File: src/rtl/fpu_arbiter_pkg.sv
// fpu_arbiter_pkg: shared FPU op codes, arbiter state encoding and defaults
package fpu_arbiter_pkg;
   localparam logic [1:0] FPU_ADD  = 2'd0;
   localparam logic [1:0] FPU_SUB  = 2'd1;
   localparam logic [1:0] FPU_MUL  = 2'd2;
   localparam logic [1:0] FPU_SQRT = 2'd3;
   localparam int MAX_WAIT_DEF = 64;
   typedef enum logic [1:0] {S_IDLE, S_ISSUE, S_WAIT, S_RESP} state_t;
endpackage

File: src/rtl/fpu_rr_arbiter.sv
// fpu_rr_arbiter: 2-way round-robin grant; a tie goes to the side not granted last
module fpu_rr_arbiter (
   input  logic clk,
   input  logic reset,
   input  logic req0,
   input  logic req1,
   input  logic accept,
   output logic gnt0,
   output logic gnt1
);
   logic last;
   assign gnt0 = req0 & (~req1 | last);
   assign gnt1 = req1 & (~req0 | ~last);
   // remember the winner only when a request is actually taken
   always_ff @(posedge clk or negedge reset)
      if (!reset) last <= 1'b1;
      else if (accept) last <= gnt1;
endmodule

File: src/rtl/fpu_arbiter.sv
// fpu_arbiter: shares one multi-cycle FPU between two requesters, with timeout
module fpu_arbiter
   import fpu_arbiter_pkg::*;
#(
   parameter int WIDTH    = 32,
   parameter int MAX_WAIT = MAX_WAIT_DEF
) (
   input  logic             clk,
   input  logic             reset,
   input  logic             req0_valid,
   input  logic             req1_valid,
   input  logic [1:0]       req0_op,
   input  logic [1:0]       req1_op,
   input  logic [WIDTH-1:0] req0_a,
   input  logic [WIDTH-1:0] req0_b,
   input  logic [WIDTH-1:0] req1_a,
   input  logic [WIDTH-1:0] req1_b,
   output logic             req0_ready,
   output logic             req1_ready,
   output logic             rsp_valid,
   output logic             rsp_id,
   output logic [WIDTH-1:0] rsp_result,
   output logic             rsp_error,
   input  logic             rsp_ready,
   output logic [1:0]       fpu_operation,
   output logic [WIDTH-1:0] fpu_operand_1,
   output logic [WIDTH-1:0] fpu_operand_2,
   output logic             fpu_start,
   input  logic [WIDTH-1:0] fpu_result,
   input  logic             fpu_ready
);
   localparam int CW = $clog2(MAX_WAIT + 1);
   state_t state, state_nx;
   logic gnt0, gnt1, accept, timeout, waiting;
   logic [CW-1:0] cnt;
   fpu_rr_arbiter u_rr (
      .clk    (clk),
      .reset  (reset),
      .req0   (req0_valid),
      .req1   (req1_valid),
      .accept (accept),
      .gnt0   (gnt0),
      .gnt1   (gnt1)
   );
   assign req0_ready = reset & (state == S_IDLE) & gnt0;
   assign req1_ready = reset & (state == S_IDLE) & gnt1;
   assign accept     = (req0_valid & req0_ready) | (req1_valid & req1_ready);
   assign waiting    = state == S_WAIT;
   assign timeout    = cnt == CW'(MAX_WAIT - 1);
   assign fpu_start  = state == S_ISSUE;
   assign rsp_valid  = state == S_RESP;
   // state register; reset drops any op in flight
   always_ff @(posedge clk or negedge reset)
      if (!reset) state <= S_IDLE;
      else state <= state_nx;
   // next state: one op in flight, ready wins over timeout in the last WAIT cycle
   always_comb begin
      state_nx = state;
      case (state)
         S_IDLE:  state_nx = accept ? S_ISSUE : S_IDLE;
         S_ISSUE: state_nx = S_WAIT;
         S_WAIT:  state_nx = (fpu_ready | timeout) ? S_RESP : S_WAIT;
         S_RESP:  state_nx = rsp_ready ? S_IDLE : S_RESP;
         default: state_nx = S_IDLE;
      endcase
   end
   // latch request on accept, count WAIT cycles, capture result or timeout
   always_ff @(posedge clk or negedge reset)
      if (!reset) begin
         fpu_operation <= '0;
         fpu_operand_1 <= '0;
         fpu_operand_2 <= '0;
         rsp_id        <= 1'b0;
         rsp_result    <= '0;
         rsp_error     <= 1'b0;
         cnt           <= '0;
      end else begin
         if (accept) begin
            fpu_operation <= gnt1 ? req1_op : req0_op;
            fpu_operand_1 <= gnt1 ? req1_a : req0_a;
            fpu_operand_2 <= gnt1 ? req1_b : req0_b;
            rsp_id        <= gnt1;
         end
         cnt <= waiting ? cnt + CW'(1) : '0;
         if (waiting && fpu_ready) begin
            rsp_result <= fpu_result;
            rsp_error  <= 1'b0;
         end else if (waiting && timeout) begin
            rsp_result <= '0;
            rsp_error  <= 1'b1;
         end
      end
endmodule

File: config.mk
export PLATFORM = sky130hd
export DESIGN_NAME = fpu_arbiter
export DESIGN_NICKNAME = d
export VERILOG_FILES = /design/src/rtl/fpu_arbiter_pkg.sv /design/src/rtl/fpu_rr_arbiter.sv /design/src/rtl/fpu_arbiter.sv
export SDC_FILE = /design/constraint.sdc
export NUM_CORES = 1
export LEC_CHECK = 0
export CAP_MARGIN = 20
export CORE_ASPECT_RATIO = 1.1
export CORE_MARGIN = 3
export CORE_UTILIZATION = 44
export CTS_BUF_LIST = sky130_fd_sc_hd__clkbuf_8 sky130_fd_sc_hd__clkbuf_16
export CTS_CLUSTER_DIAMETER = 120
export DETAILED_ROUTE_END_ITERATION = 6
export HOLD_SLACK_MARGIN = 0.1
export PLACE_DENSITY = 0.93
export SKIP_LAST_GASP = 1
export SYNTH_ARGS = -nofsm -noshare
export SYNTH_HDL_FRONTEND = slang
export SYNTH_SLANG_ARGS = --single-unit
File: constraint.sdc
create_clock -name clk -period 4.3 [get_ports clk]
set_clock_uncertainty 0.05 [all_clocks]
set_input_delay 0.86 -clock clk [delete_from_list [all_inputs] [get_ports clk]]
set_output_delay 0.86 -clock clk [all_outputs]
set_load 0.01 [all_outputs]
# Word-level counts from Yosys, hierarchy flattened
# Cells that the tools add are included.
[word_totals]
ff_bits = 110
input_bits = 170
out_inout_bits = 104
wordCells = 44
[op_classes]
addsub = 1
eq_ne = 4
mux = 12
bitwise_logic = 14
n_reduce_logical = 4
[ops]
columns = ["cell", "n"]
rows = [
  ["$mux W32", 4],
  ["$pmux W2 S4", 1],
  ["$add A7 B1 Y7 const B", 1],
  ["$and A1 B1 Y1", 7],
  ["$eq A7 B6 Y1 const B", 1],
  ["$mux W7", 1],
  ["$eq A2 B2 Y1 const B", 2],
  ["$mux W1", 4],
  ["$mux W2", 2],
  ["$or A1 B1 Y1", 4],
  ["$not A1 Y1", 3],
  ["$eq A2 B1 Y1 const B", 1],
  ["$logic_and A1 B1 Y1", 2],
  ["$logic_not A2 Y1", 1],
  ["$reduce_bool A2 Y1", 1],
]

# Longest topological paths before layout
[depth]
depth_word = 8
mapped_depth = 6
ltp_nobuf = 4

# By module
# From an unflattened synthesis, not the netlist that was laid out.
[unflattened]
hier_cells = 499
hier_area_um2 = 5411.4
[modules_own_cells]
columns = ["mod", "n_inst", "cells_per_inst", "area_per_inst_um2", "seq_area_each_um2"]
rows = [
  ["fpu_arbiter", 1, 494, 5347.6, 2727.6],
  ["fpu_rr_arbiter", 1, 5, 63.8, 26.3],
]

# Least setup slack after synthesis
# Ideal clock, no wire load.
[synth_path]
path_type = "input port to output port"
startpoint = "input req0_valid"
endpoint = "output req1_ready"
arrival_ps = 1624
required_ps = 3390
path_slack_ps = 1766
stages = 5
n_path_buf = 3
path_cell_list = "and2_1 -> buf_2 -> buf_2 -> buf_2 -> nor2_1"
[synth_via]
elab_chain_len = 4
[synth_lines]
columns = ["item", "line_no", "rtl"]
rows = [
  ["from (decl)", "fpu_arbiter.sv:10", "input logic req0_valid,"],
  ["$not A1 Y1", "fpu_rr_arbiter.sv:13", "assign gnt1 = req1 & (~req0 | ~last);"],
  ["$or A1 B1 Y1", "fpu_rr_arbiter.sv:13", ""],
  ["$and A1 B1 Y1", "fpu_rr_arbiter.sv:13", ""],
  ["$and A1 B1 Y1", "fpu_arbiter.sv:46", "assign req1_ready = reset & (state == S_IDLE) & gnt1;"],
  ["to (decl)", "fpu_arbiter.sv:19", "output logic req1_ready,"],
]
# Every way passes these cells.

# Final worst setup path
[layout_path]
startpoint = "input req1_valid"
endpoint = "output req1_ready"
[layout_via]
elab_chain_len = 2
[layout_lines]
columns = ["item", "line_no", "rtl"]
rows = [
  ["from (decl)", "fpu_arbiter.sv:11", "input logic req1_valid,"],
  ["$and A1 B1 Y1", "fpu_rr_arbiter.sv:13", ""],
  ["$and A1 B1 Y1", "fpu_arbiter.sv:46", ""],
]
# Every way passes these cells.

==> summary by stage <==
Status
The flow ran to the end, and the final reports show no timing, DRC or antenna violations.

Critical path
The worst setup path is launched from an input port. The worst path required time is around 3.4 ns. The standard cell with the maximum stage delay on the critical path is sky130_fd_sc_hd__clkdlybuf4s50_1.

The endpoint type of the worst setup path is an output pin. The cell repeated most along the worst path is sky130_fd_sc_hd__clkdlybuf4s50_1. The delay of the slowest critical-path stage is 0.57 ns.

The largest fanout on the critical path is 4. The category of the most critical setup path is in2out. STA puts the critical path data arrival time at roughly 2.2 ns.

The cell type group with the largest total delay on the critical path is buffers and inverters. Together, buffers and inverters on the worst path number 2. Traced cell by cell, the critical path runs through clkdlybuf4s50_1 > nand4bb_4 > nor2_1 > clkdlybuf4s50_1.

Logic synthesis
The fraction of the yosys area taken by sequential cells is 0.496. Counting flops and latches in the post-synthesis netlist gives 110. A synthesized cell averages 10.2 µm². Yosys printed 0 warnings. The count of mapped cells out of synthesis is ~540.

Summing every instance area after synthesis gives ~5500 µm². After synthesis, the netlist uses 34 different library cells. The total nets after synthesis is around 700.

STA
The number of failing setup endpoints in the final timing report is 0. The ratio of final minimum period to clock period is 0.731. Adding up every negative setup slack in the final design gives 0 ns.

The transition at the pin with the smallest max-transition slack is 0.822 ns. The worst path needs 3.14 ns of the cycle, external delays included. Derived from the worst setup path, the maximum achievable clock frequency is ~320 MHz.

The number of pins exceeding their max-slew limit in the final report was 0. The number of failing hold endpoints at the final stage is 0. The normalized max-slew margin is 0.452.

Setup repair after global routing left no endpoint under its margin.

Clock tree
The TritonCTS clock tree is built. The hold-fix buffer count after cts is 0. After clock tree synthesis, the clock-pin slew on the worst setup and hold paths is ~0.07 ns.

The clock net sink count is 110. The H-tree was split into 3 levels. The tree is rooted in a sky130_fd_sc_hd__clkbuf_16. The insertion delay to the later sink of the worst-skew pair is between 0.3 and 0.4 ns. The number of buffers created by CTS is 9.

The clock passes through at most 2 buffers. The count of cells resized by post-cts repair is 0. The number of buffers added for setup after CTS is 0.

Routing
The post-detailed-route DRC marker count is 0. The post-route antenna net violation count is 0. Dividing the detail-routed wire length by the instance count gives about 20 µm. The total wire length after detailed routing is 18.5 mm. The total vias in the final route is ~5,400. The number of DRC markers after the initial detailed-route iteration is 354. The count of TritonRoute iterations in the first routing pass is 5. Using the TritonRoute via totals, the vias-per-cell ratio works out to 5.78.

Placement
Detailed placement finished with a half-perimeter wire length of approximately 13 mm. During placement, the flow inserted port buffers numbering 273. Routability-driven placement finished with a final weighted congestion of approximately 0.89. Once placement finished, the instance area stood at just over 8000 µm².

Die
The total I/O pin count is about 270. After floorplanning, the core was divided into 42 placement rows. The core region is 12,200 µm². Measured along the y axis, the die boundary spans approximately 120 µm. The starting density of the core is 0.455. The width of the die is ~110 µm. The floorplan step defined a die boundary enclosing roughly 14,000 µm².

Final layout
The share of post-route cells with drive strength above 1 is 0.0870. 0 antenna diodes ended up in the layout. Relative to the synthesized area, the layout overhead comes to 54.7%. The number of nets in the layout is approximately 950.

Leaving out fill and tap cells, the most frequent cells in the layout are 271 x sky130_fd_sc_hd__clkdlybuf4s50_1, 109 x sky130_fd_sc_hd__dfrtp_1, 102 x sky130_fd_sc_hd__nor3_1. Leaving out fill and tap cells, the most frequent cell in the layout is sky130_fd_sc_hd__clkdlybuf4s50_1. Summing all non-filler instances in the final layout gives an area of 8580 µm².

Power
Of the total power, the share spent switching nets is 0.355. The combinational group share of total power is 0.481. The static leakage is approximately 0.0035 µW. For this design the ratio of total power to cell area is approximately 600 nW/µm². Summed over all nets, the switching power comes to 1830 µW.

Of the total power, registers draw 0.356. The internal power of the cells totals 3330 µW. The maximum ir drop on the vdd rail is approximately 0.42 mV. The relative contribution of the clock network to total power is 0.162.

Global routing
The maximum number of pins on one net before global-route repair is 80. For this run, the total global-route usage over all layers was measured as 0.256. The via count of the first global-routing pass is around 5,500. For this run the aggregate overflow at the end of global routing stands at 0. The global-route wire length before repair is between 20 and 30 mm.

The initial antenna violation count is 0.

Hold path
The tightest min-delay check is of the reg2reg type.

Job
The count of max-cap constraint violations is 0.
[metal layers]
| layer | share of wire | up-vias | track usage | wire length [µm] |
|---|---|---|---|---|
| met5 | 0 | - | 0 | 0 |
| met4 | 0.014 | 0 | 0.0751 | 251 |
| met3 | 0.081 | 18 | 0.0564 | 1500 |
| met2 | 0.52 | 274 | 0.455 | 9630 |
| met1 | 0.38 | 2631 | 0.314 | 7070 |
| li1 | - | 2489 | - | - |
[cells by family after synthesis]
| group | share of synthesized area |
|---|---|
| XOR/XNOR | 0.00474 |
| adder cells (fa/ha/maj) | 0.00225 |
| buffers and inverters | 0.0548 |
| AND/OR/NAND/NOR | 0.321 |
| flip-flops | 0.496 |
| AO/OA/AOI/OAI | 0.121 |
[power by group through the flow]
stage / clock [µW] / sequential, µW / combinational [µW]
6_report: 838 / 1840 / 2480
4_1_cts: 853 / 1840 / 2490
2_1_floorplan: 0 / 1990 / 948
3_5_place_dp: 0 / 1840 / 2490
5_1_grt: 886 / 1890 / 2670
3_3_place_gp: 0 / 1820 / 2400
[through the flow]
step	cells	hold WS [ns]	setup slack [ns]	power [µW]	util
2_1_floorplan	544	0.400	1.77	2940	-
4_1_cts	935	0.436	1.15	5180	0.703
6_report	936	0.439	1.16	5160	0.704
3_5_place_dp	919	0.424	1.16	4330	0.678
5_1_grt	936	0.453	1.09	5440	0.704
3_3_place_gp	919	0.417	1.17	4230	0.678
[cell usage after synthesis (all sizes together)]
cell type  count  share of area
or2            1         0.0011
xor2           2         0.0032
a21oi         68          0.061
nor4           1         0.0038
nand3          4         0.0036
nor2b          2         0.0023
ha             1         0.0023
o21ai          2         0.0018
dfstp          1         0.0047
dfrtp        109           0.49
nand2b         3         0.0047
nor3         132           0.15
o2bb2ai       32          0.051
buf           27          0.029
a2bb2oi        1         0.0016
a211o          1         0.0016
nand4bb        1         0.0020
o211ai         1         0.0014
clkbuf        36          0.024
xnor2          1         0.0016
nor3b          1         0.0034
nand3b         1         0.0014
and2           4         0.0045
nor2           6         0.0041
o21a           2         0.0027
and4b         66           0.12
or3            1         0.0011
inv            2         0.0014
nand2         35          0.024
[cell type report]
cell class | instances | area, µm²
Fill cell | 848 | 3610
Clock buffer | 9 | 225
Clock inverter | 7 | 72.6
Tap cell | 154 | 193
Inverter | 2 | 7.51
Timing Repair Buffer | 285 | 2820
Sequential cell | 110 | 2750
Multi-Input combinational cell | 369 | 2510
[registers in the layout (all words and copies together), names as in the netlist]
| signal | cells |
|---|---|
| fpu_operand_1 | 32 |
| fpu_operand_2 | 32 |
| rsp_result | 32 |
| cnt | 7 |
| fpu_operation | 2 |
| state | 2 |
| rsp_error | 1 |
| rsp_id | 1 |
| u_rr.last | 1 |
[path summary, 6_finish.rpt]
path / from / to / slack (ns) / cells after the start
min reg2reg: cnt[0] / cnt[0] / 0.44 / 1
min: cnt[0] / cnt[0] / 0.44 / 1
max: req1_valid / req1_ready / 1.16 / 4
max in group asynchronous: reset / fpu_operand_2[18] / 2.93 / 2
min in group asynchronous: reset / rsp_id / 0.61 / 2
max reg2reg: state[1] / fpu_operand_1[21] / 1.75 / 5
Power figures use the tool's default switching activity.
